**src/rtl/im2col_fetch.sv**
```systemverilog
// im2col row fetcher: issues per-lane reads for one kernel row per request and
// buffers the returned pixels in a 4-deep FIFO. Optional zero padding: IM2COL_FETCH_ZERO_PAD_EN.
module im2col_fetch #(
    parameter int LANES  = 3,
    parameter int DATA_W = 8,
    parameter int AX_W   = 8,
    parameter int AY_W   = 8
) (
    input  logic                          iClk,
    input  logic                          iRst,
    input  logic                          iReqValid,
    output logic                          oReqReady,
    input  logic [LANES*AX_W-1:0]         iReqXAddr,
    input  logic [AY_W-1:0]               iReqYAddr,
    input  logic [LANES-1:0]              iReqDv,
    input  logic                          iReqDone,
    input  logic [AX_W-1:0]               iImgWidth,
    output logic [LANES-1:0]              oMemRdEn,
    output logic [LANES*(AY_W+AX_W)-1:0]  oMemAddr,
    input  logic [LANES*DATA_W-1:0]       iMemRdData,
    output logic                          oPixValid,
    input  logic                          iPixReady,
    output logic [LANES*DATA_W-1:0]       oPixData,
    output logic                          oPixLast,
    output logic                          oWinDone
);

    localparam int AW = AY_W + AX_W;

    typedef enum logic [1:0] {
        S_IDLE,
        S_ACTIVE,
        S_DRAIN
    } state_t;

    state_t                  r_state;
    state_t                  w_state_next;
    logic [2:0]              r_count;
    logic [1:0]              r_wr_ptr;
    logic [1:0]              r_rd_ptr;
    logic                    r_inflight;
    logic [LANES-1:0]        r_keep;
    logic                    r_done_d;
    logic [LANES*DATA_W-1:0] r_fifo_data [4];
    logic [3:0]              r_fifo_last;

    logic [AX_W-1:0]         w_x [LANES];
    logic [LANES-1:0]        w_keep;
    logic [LANES*DATA_W-1:0] w_push_data;
    logic [2:0]              w_occ;
    logic                    w_accept;
    logic                    w_push;
    logic                    w_pop;
    logic                    w_win_done;

    // In-flight reads count against capacity so a returning read always finds a free slot.
    assign w_occ     = r_count + {2'b00, r_inflight};
    assign oReqReady = !iRst && (w_occ < 3'd4) && (r_state != S_DRAIN);
    assign w_accept  = iReqValid && oReqReady;
    assign w_push    = r_inflight;
    assign oPixValid = !iRst && (r_count != 3'd0);
    assign w_pop     = oPixValid && iPixReady;
    assign oPixData  = oPixValid ? r_fifo_data[r_rd_ptr] : '0;
    assign oPixLast  = oPixValid ? r_fifo_last[r_rd_ptr] : 1'b0;
    assign oWinDone  = w_win_done && !iRst;

    generate
        for (genvar gi = 0; gi < LANES; gi++) begin : g_lane
            assign w_x[gi] = iReqXAddr[gi*AX_W +: AX_W];
`ifdef IM2COL_FETCH_ZERO_PAD_EN
            // Out-of-image columns read nothing and are returned as zero.
            assign w_keep[gi] = iReqDv[gi] && (w_x[gi] < iImgWidth);
`else
            assign w_keep[gi] = iReqDv[gi];
`endif
            assign oMemAddr[gi*AW +: AW]         = {iReqYAddr, w_x[gi]};
            assign oMemRdEn[gi]                  = w_accept && w_keep[gi];
            assign w_push_data[gi*DATA_W +: DATA_W] =
                r_keep[gi] ? iMemRdData[gi*DATA_W +: DATA_W] : '0;
        end
    endgenerate

`ifndef IM2COL_FETCH_ZERO_PAD_EN
    logic w_unused_width;
    assign w_unused_width = ^iImgWidth;
`endif

    always_ff @(posedge iClk) begin
        if (w_push) begin
            r_fifo_data[r_wr_ptr] <= w_push_data;
            r_fifo_last[r_wr_ptr] <= r_done_d;
        end
    end

    always_ff @(posedge iClk) begin
        if (iRst) begin
            r_state    <= S_IDLE;
            r_count    <= 3'd0;
            r_wr_ptr   <= 2'd0;
            r_rd_ptr   <= 2'd0;
            r_inflight <= 1'b0;
            r_keep     <= '0;
            r_done_d   <= 1'b0;
        end else begin
            r_state    <= w_state_next;
            r_inflight <= w_accept;
            if (w_accept) begin
                r_keep   <= w_keep;
                r_done_d <= iReqDone;
            end
            if (w_push) begin
                r_wr_ptr <= r_wr_ptr + 2'd1;
            end
            if (w_pop) begin
                r_rd_ptr <= r_rd_ptr + 2'd1;
            end
            case ({w_push, w_pop})
                2'b10:   r_count <= r_count + 3'd1;
                2'b01:   r_count <= r_count - 3'd1;
                default: r_count <= r_count;
            endcase
        end
    end

    always_comb begin
        w_state_next = r_state;
        w_win_done   = 1'b0;
        case (r_state)
            S_IDLE: begin
                if (w_accept) begin
                    w_state_next = iReqDone ? S_DRAIN : S_ACTIVE;
                end
            end
            S_ACTIVE: begin
                if (w_accept && iReqDone) begin
                    w_state_next = S_DRAIN;
                end
            end
            S_DRAIN: begin
                if ((r_count == 3'd0) && !r_inflight) begin
                    w_state_next = S_IDLE;
                    w_win_done   = 1'b1;
                end
            end
            default: w_state_next = S_IDLE;
        endcase
    end

endmodule

```
**config.mk**
```make
export PLATFORM = sky130hd
export DESIGN_NAME = im2col_fetch
export DESIGN_NICKNAME = d
export VERILOG_FILES = /design/src/rtl/im2col_fetch.sv
export SDC_FILE = /design/constraint.sdc
export NUM_CORES = 1
export LEC_CHECK = 0
export CAP_MARGIN = 10
export CORE_MARGIN = 1.5
export CORE_UTILIZATION = 45
export DETAILED_ROUTE_END_ITERATION = 7
export GPL_TIMING_DRIVEN = 0
export PLACE_DENSITY = 0.81
export SYNTH_ARGS = -nofsm -noshare
export SYNTH_HDL_FRONTEND = slang
export SYNTH_SLANG_ARGS = --single-unit
```
**constraint.sdc**
```tcl
create_clock -name iClk -period 2.34 [get_ports iClk]
set_input_delay 0.234 -clock iClk [delete_from_list [all_inputs] [get_ports iClk]]
set_output_delay 0.234 -clock iClk [all_outputs]
set_load 0.01 [all_outputs]
```
# Word-level counts from Yosys, hierarchy flattened
# Memories as Yosys holds them, arrays and structs flattened. A register that Yosys moved wholly into a read port is not among the register bits.
# Index checks and enable logic that the tools add are counted.
# word_totals
regBits	18
mem_bits_rw	96
input_bits	72
wordCells	67
memories	1
# op_classes
addsub	5
n_lt_le_gt_ge	4
eq_ne	8
n_mux	22
n_reduce_logical	19
# mem_list
name	depth	word_bits	rd	rd_clocked_by_memory_dff	write_ports	line_no	source
r_fifo_data	4	24	1	1	1	44	logic [LANES*DATA_W-1:0] r_fifo_data [4];
# ops
operator	count
$mux W24	1
$mux W8	3
$logic_and A1 B1 Y1	12
$mux W2	6
$ne A2 B2 Y1 const B	4
$mux W1	7
$lt A2 B3 Y1 const B	2
$pmux W2 S3	1
$pmux W3 S2	1
$add A2 B1 Y2 const B	2
$bwmux W4	1
$eq A2 B1 Y1 const B	2
$eq A2 B2 Y1 const B	2
$add A3 B1 Y3	1
$add A3 B1 Y3 const B	1
$logic_not A3 Y1	1
$lt A3 B3 Y1 const B	1
$reduce_and A3 Y1	1
$reduce_bool A3 Y1	1
$sub A3 B1 Y3 const B	1
$bmux W1 S2	1
$demux W1 S2	1
$ge A2 B1 Y1 const B	1
$logic_not A1 Y1	2
other kinds (2)	2

# Longest topological paths before layout
# depth
word_depth	8
depth_mapped	8
mapped_depth_nobuf	8

# Least setup slack after synthesis
# Ideal clock, no wire load.
# synth_path
kind	reg2reg
start	register r_count[2]
end	register r_count[2]
arrival_ns	2.047
t_required_ns	2.269
path_slack_ns	0.222
path_stages_with_launch	9
path_buffers	0
path_cell_list	dfxtp_1 > nor3_2 > nor3_1 > ha_1 > inv_1 > fa_1 > xor2_1 > or3_1 > a21oi_1
# synth_via
elab_chain_len	5
elab_cells_between_ends	9
# synth_lines
element	line_no	source
start: declaration	38	logic [2:0] r_count;
start signal: assignment	118	2'b10: r_count <= r_count + 3'd1;
start signal: assignment	119	2'b01: r_count <= r_count - 3'd1;
start signal: assignment	120	default: r_count <= r_count;
$reduce_bool A3 Y1	61	assign oPixValid = !iRst && (r_count != 3'd0);
$logic_and A1 B1 Y1	61	
$logic_and A1 B1 Y1	62	assign w_pop = oPixValid && iPixReady;
$eq A2 B1 Y1 / $eq A2 B2 Y1 (equally long branches)	117	case ({w_push, w_pop})
$pmux W3 S2 / $reduce_bool A2 Y1 (equally long branches)	n/a	
# Parallel ways exist; a longest one is shown, timed or not.
# A chain may end at the register's enable or synchronous reset.

==> flow_metrics.env <==
export IMPL_status="complete, no violations"
export IMPL_rsz0062_at_grt="yes"
export IMPL_path_max_fanout=7
export IMPL_cts_tree="built"
export IMPL_start_util_pct=46.7
export IMPL_holdCritPathClass="input pin to flip-flop"
export IMPL_end_kind="output port"
export IMPL_fin_util_pct=65.3
export IMPL_finalSetupViolations=0
export IMPL_clock_latency_ns=0.40
export IMPL_worst_pin_slew_ns=0.775
export IMPL_cp_num_buf_inv=4
export IMPL_final_cells=606
export IMPL_synth_top_area_share_pct=58.8
export IMPL_grt_max_degree=17
export IMPL_core_area_mm2=0.0109
export IMPL_syn_area_mm2=0.00510
export IMPL_dp_cells=567
export IMPL_crit_slowest_cell="mux4_2"
export IMPL_drive_gt1_share_pct=27.7
export IMPL_cpPeakStageDelay_ns=0.48
export IMPL_first_pass_iters=4
export IMPL_arrival_ns=2.04
export IMPL_fp_dieW_um=110
export IMPL_place_ws_ns=-0.240
export IMPL_globalRouteTotalUtil_pct=16.8
export IMPL_cts_buffers=17
export IMPL_synth_ff_latch_count=116
export IMPL_clock_skew_ns=0.00522
export IMPL_synthCells=314
export IMPL_synth_area_top_cells="edfxtp_1, mux4_2, buf_4, and2_1, dfxtp_1"
export IMPL_power_density_mw_per_mm2=771
export IMPL_synth_avg_cell_area_um2=16.3
export IMPL_clock_fmax_mhz=439
export IMPL_grt_ovfl_total=0
export IMPL_max_slew_margin_pct=48.3
export IMPL_final_hold_viol_count=0
export IMPL_rows=38
export IMPL_drv_slew=0
export IMPL_antenna_found_initial=0
export IMPL_hold_buffers=0
export IMPL_die_area_mm2=0.0120
export IMPL_gp_congestion=0.754
export IMPL_die_h_um=110
export IMPL_clk_pin_slew_ns=0.05
export IMPL_wl_per_cell_um=15.8
export IMPL_startpoint_type="flip-flop"
export IMPL_clock_root_buffer="clkbuf_16"
export IMPL_antenna_cells=0
export IMPL_grt_pass1_wl_mm=14.5
export IMPL_final_area_mm2=0.00714
export IMPL_synth_fp_nets=392
export IMPL_h_tree_depth=4
export IMPL_crit_family="buffers and inverters"
export IMPL_cp_data_required_time_ns=2.11
export IMPL_fin_nets=532
export IMPL_vias_per_cell=4.88
export IMPL_yosysUniqueCellTypes=34
export IMPL_ys_warn_count=0
export IMPL_reg2reg_slack_ns=0.11
export IMPL_ir_drop_uv=475
export IMPL_cts_sinks=116
export IMPL_drc=0
export IMPL_drt_wl_total_mm=9.57
export IMPL_drv_cap=0
export IMPL_finalCritPeriodShare_pct=97.3
export IMPL_ys_seq_area_share_pct=65.1
export IMPL_setup_slack_ns=0.0626
export IMPL_area_delta_synth_final_pct=39.9
export IMPL_drt_iter0_markers=100
export IMPL_leakage_nw=2.74
export IMPL_hpwlAfterDp_mm=6.57
export IMPL_grt_pass1_vias=2945
export IMPL_pin_count=151
export IMPL_period_minus_slack_ns=2.28
export IMPL_clk_path_buf_depth=2
export IMPL_worstSetupPathType="flip-flop to output port"
export IMPL_numPortBuffers=109
export IMPL_yosysTopAreaCell="edfxtp_1"
export IMPL_placed_area_mm2=0.00646
export IMPL_postRouteAntennaNets=0
export IMPL_path_cells="buf_6 > buf_12 > buf_4 > mux4_2 > and2_1 > dlygate4sd2_1"
export IMPL_vias=2958
-- layout make-up --
class / instances / area (um^2)
clock buffers: 17 / 425
well taps: 140 / 175
inverters: 7 / 26.3
plain buffers: 58 / 454
multi-input cells: 132 / 1340
flip-flops and latches: 116 / 3320
repair buffers: 122 / 1270
fillers: 778 / 3800
clock inverters: 14 / 131
-- worst min-delay path: cells and delay by family --
family	cells	cell delay (ns)
AO/OA/AOI/OAI	1	0.12
buffers and inverters	1	0.22
AND/OR/NAND/NOR	1	0.22
-- cell families (layout without fill, tap and decap cells) --
logic type / after synthesis / in the layout / synth area share, %
DFF: 116 / 116 / 65.1
and+or+nand+nor: 82 / 82 / 9.75
buffers and inverters: 66 / 218 / 9.29
muxes: 28 / 28 / 11.9
AOI/OAI and AO/OA: 10 / 10 / 1.30
adders and majority gates: 6 / 6 / 1.62
xor gates and xnor gates: 6 / 6 / 1.03
-- per-layer routing --
layer  up-vias  wire, um  GRT usage, %
met5         -         0             0
met4         0        86          5.19
met3         8       545          5.33
met2       101      5120          29.4
met1      1449      3820          19.6
li1       1400         -             -
-- synthesized netlist by cell type --
cell type and number:
a21oi_1 3, and2_1 53, and3_1 4, buf_1 1
buf_12 2, buf_2 2, buf_4 49, buf_6 1
clkbuf_1 4, dfxtp_1 16, edfxtp_1 100, fa_1 1
ha_1 5, inv_1 7, mux2i_1 3, mux4_1 4
mux4_2 21, nand2b_1 5, nand3_1 1, nand3b_1 1
nor2_1 7, nor2_2 2, nor2b_1 1, nor3_1 3
nor3_2 1, nor3b_1 2, nor4_1 1, o211a_1 1
o21ai_0 2, o21bai_1 3, o32ai_1 1, or3_1 1
xnor2_1 3, xor2_1 3
-- report_power, final --
part / internal (mW) / switching [mW] / total (mW) / leakage [nW]
registers: 2.32 / 0.0428 / 2.36 / 1.10
logic: 0.471 / 0.297 / 0.769 / 1.38
clock network: 1.46 / 0.915 / 2.38 / 0.262
total: 4.25 / 1.26 / 5.51 / 2.74
-- timing repair --
action                                  in CTS  in global routing
endpoints found under the setup margin      23                 14
buffers inserted                             3                  5
gates cloned                                 0                  1
resized for setup                           29                 13
-- final timing paths --
| path | cells past startpoint | end | start |
|---|---|---|---|
| worst min register to register | 1 | r_state[1]$_SDFFE_PP0P_ | r_state[1]$_SDFFE_PP0P_ |
| worst min-delay path | 3 | r_keep[0]$_SDFFE_PP0N_ | iRst |
| worst max-delay path | 6 | oPixData[16] | flip-flop |
| worst max register to register | 8 | r_count[2]$_SDFFE_PP0P_ | r_count[0]$_SDFFE_PP0P_ |
-- through the flow --
| stage | TNS (ns) | total power [mW] | hold slack, ns |
|---|---|---|---|
| global placement | -0.201 | 3.11 | 0.452 |
| CTS | 0 | 5.50 | 0.424 |
| floorplan | 0 | 2.82 | 0.427 |
| detailed placement | -0.240 | 3.14 | 0.490 |
| finish | 0 | 5.51 | 0.425 |
| global route | -0.0295 | 5.71 | 0.426 |
-- flip-flops by register name (all words and copies together), names as in the netlist, named ones only --
register / count
r_fifo_last: 4
r_rd_ptr: 2
r_wr_ptr: 2
r_fifo_data: 96
r_state: 2
r_done_d: 1
r_count: 3
r_keep: 3
r_inflight: 1
-- layout by cell type, fill, tap and decap left out, types with 2 or more instances in the layout --
cell             count
edfxtp_1           100
clkdlybuf4s50_1     85
buf_4               57
and2_1              53
mux4_2              21
clkbuf_16           18
dfxtp_1             15
dlygate4sd2_1       15
inv_1                7
nor2_1               7
clkdlybuf4s15_1      6
nand2b_1             5
ha_1                 5
mux4_1               4
clkinvlp_4           4
clkinv_4             4
buf_12               3
and3_1               3
xor2_1               3
mux2i_1              3
o21bai_1             3
a21oi_1              3
inv_6                3
dlymetal6s2s_1       3
nor3_2               2
buf_6                2
nor3b_1              2
nor3_1               2
xnor2_1              2
o21ai_0              2
clkinv_2             2
buf_8                2
buf_16               2
Power figures use the tool's default switching activity.
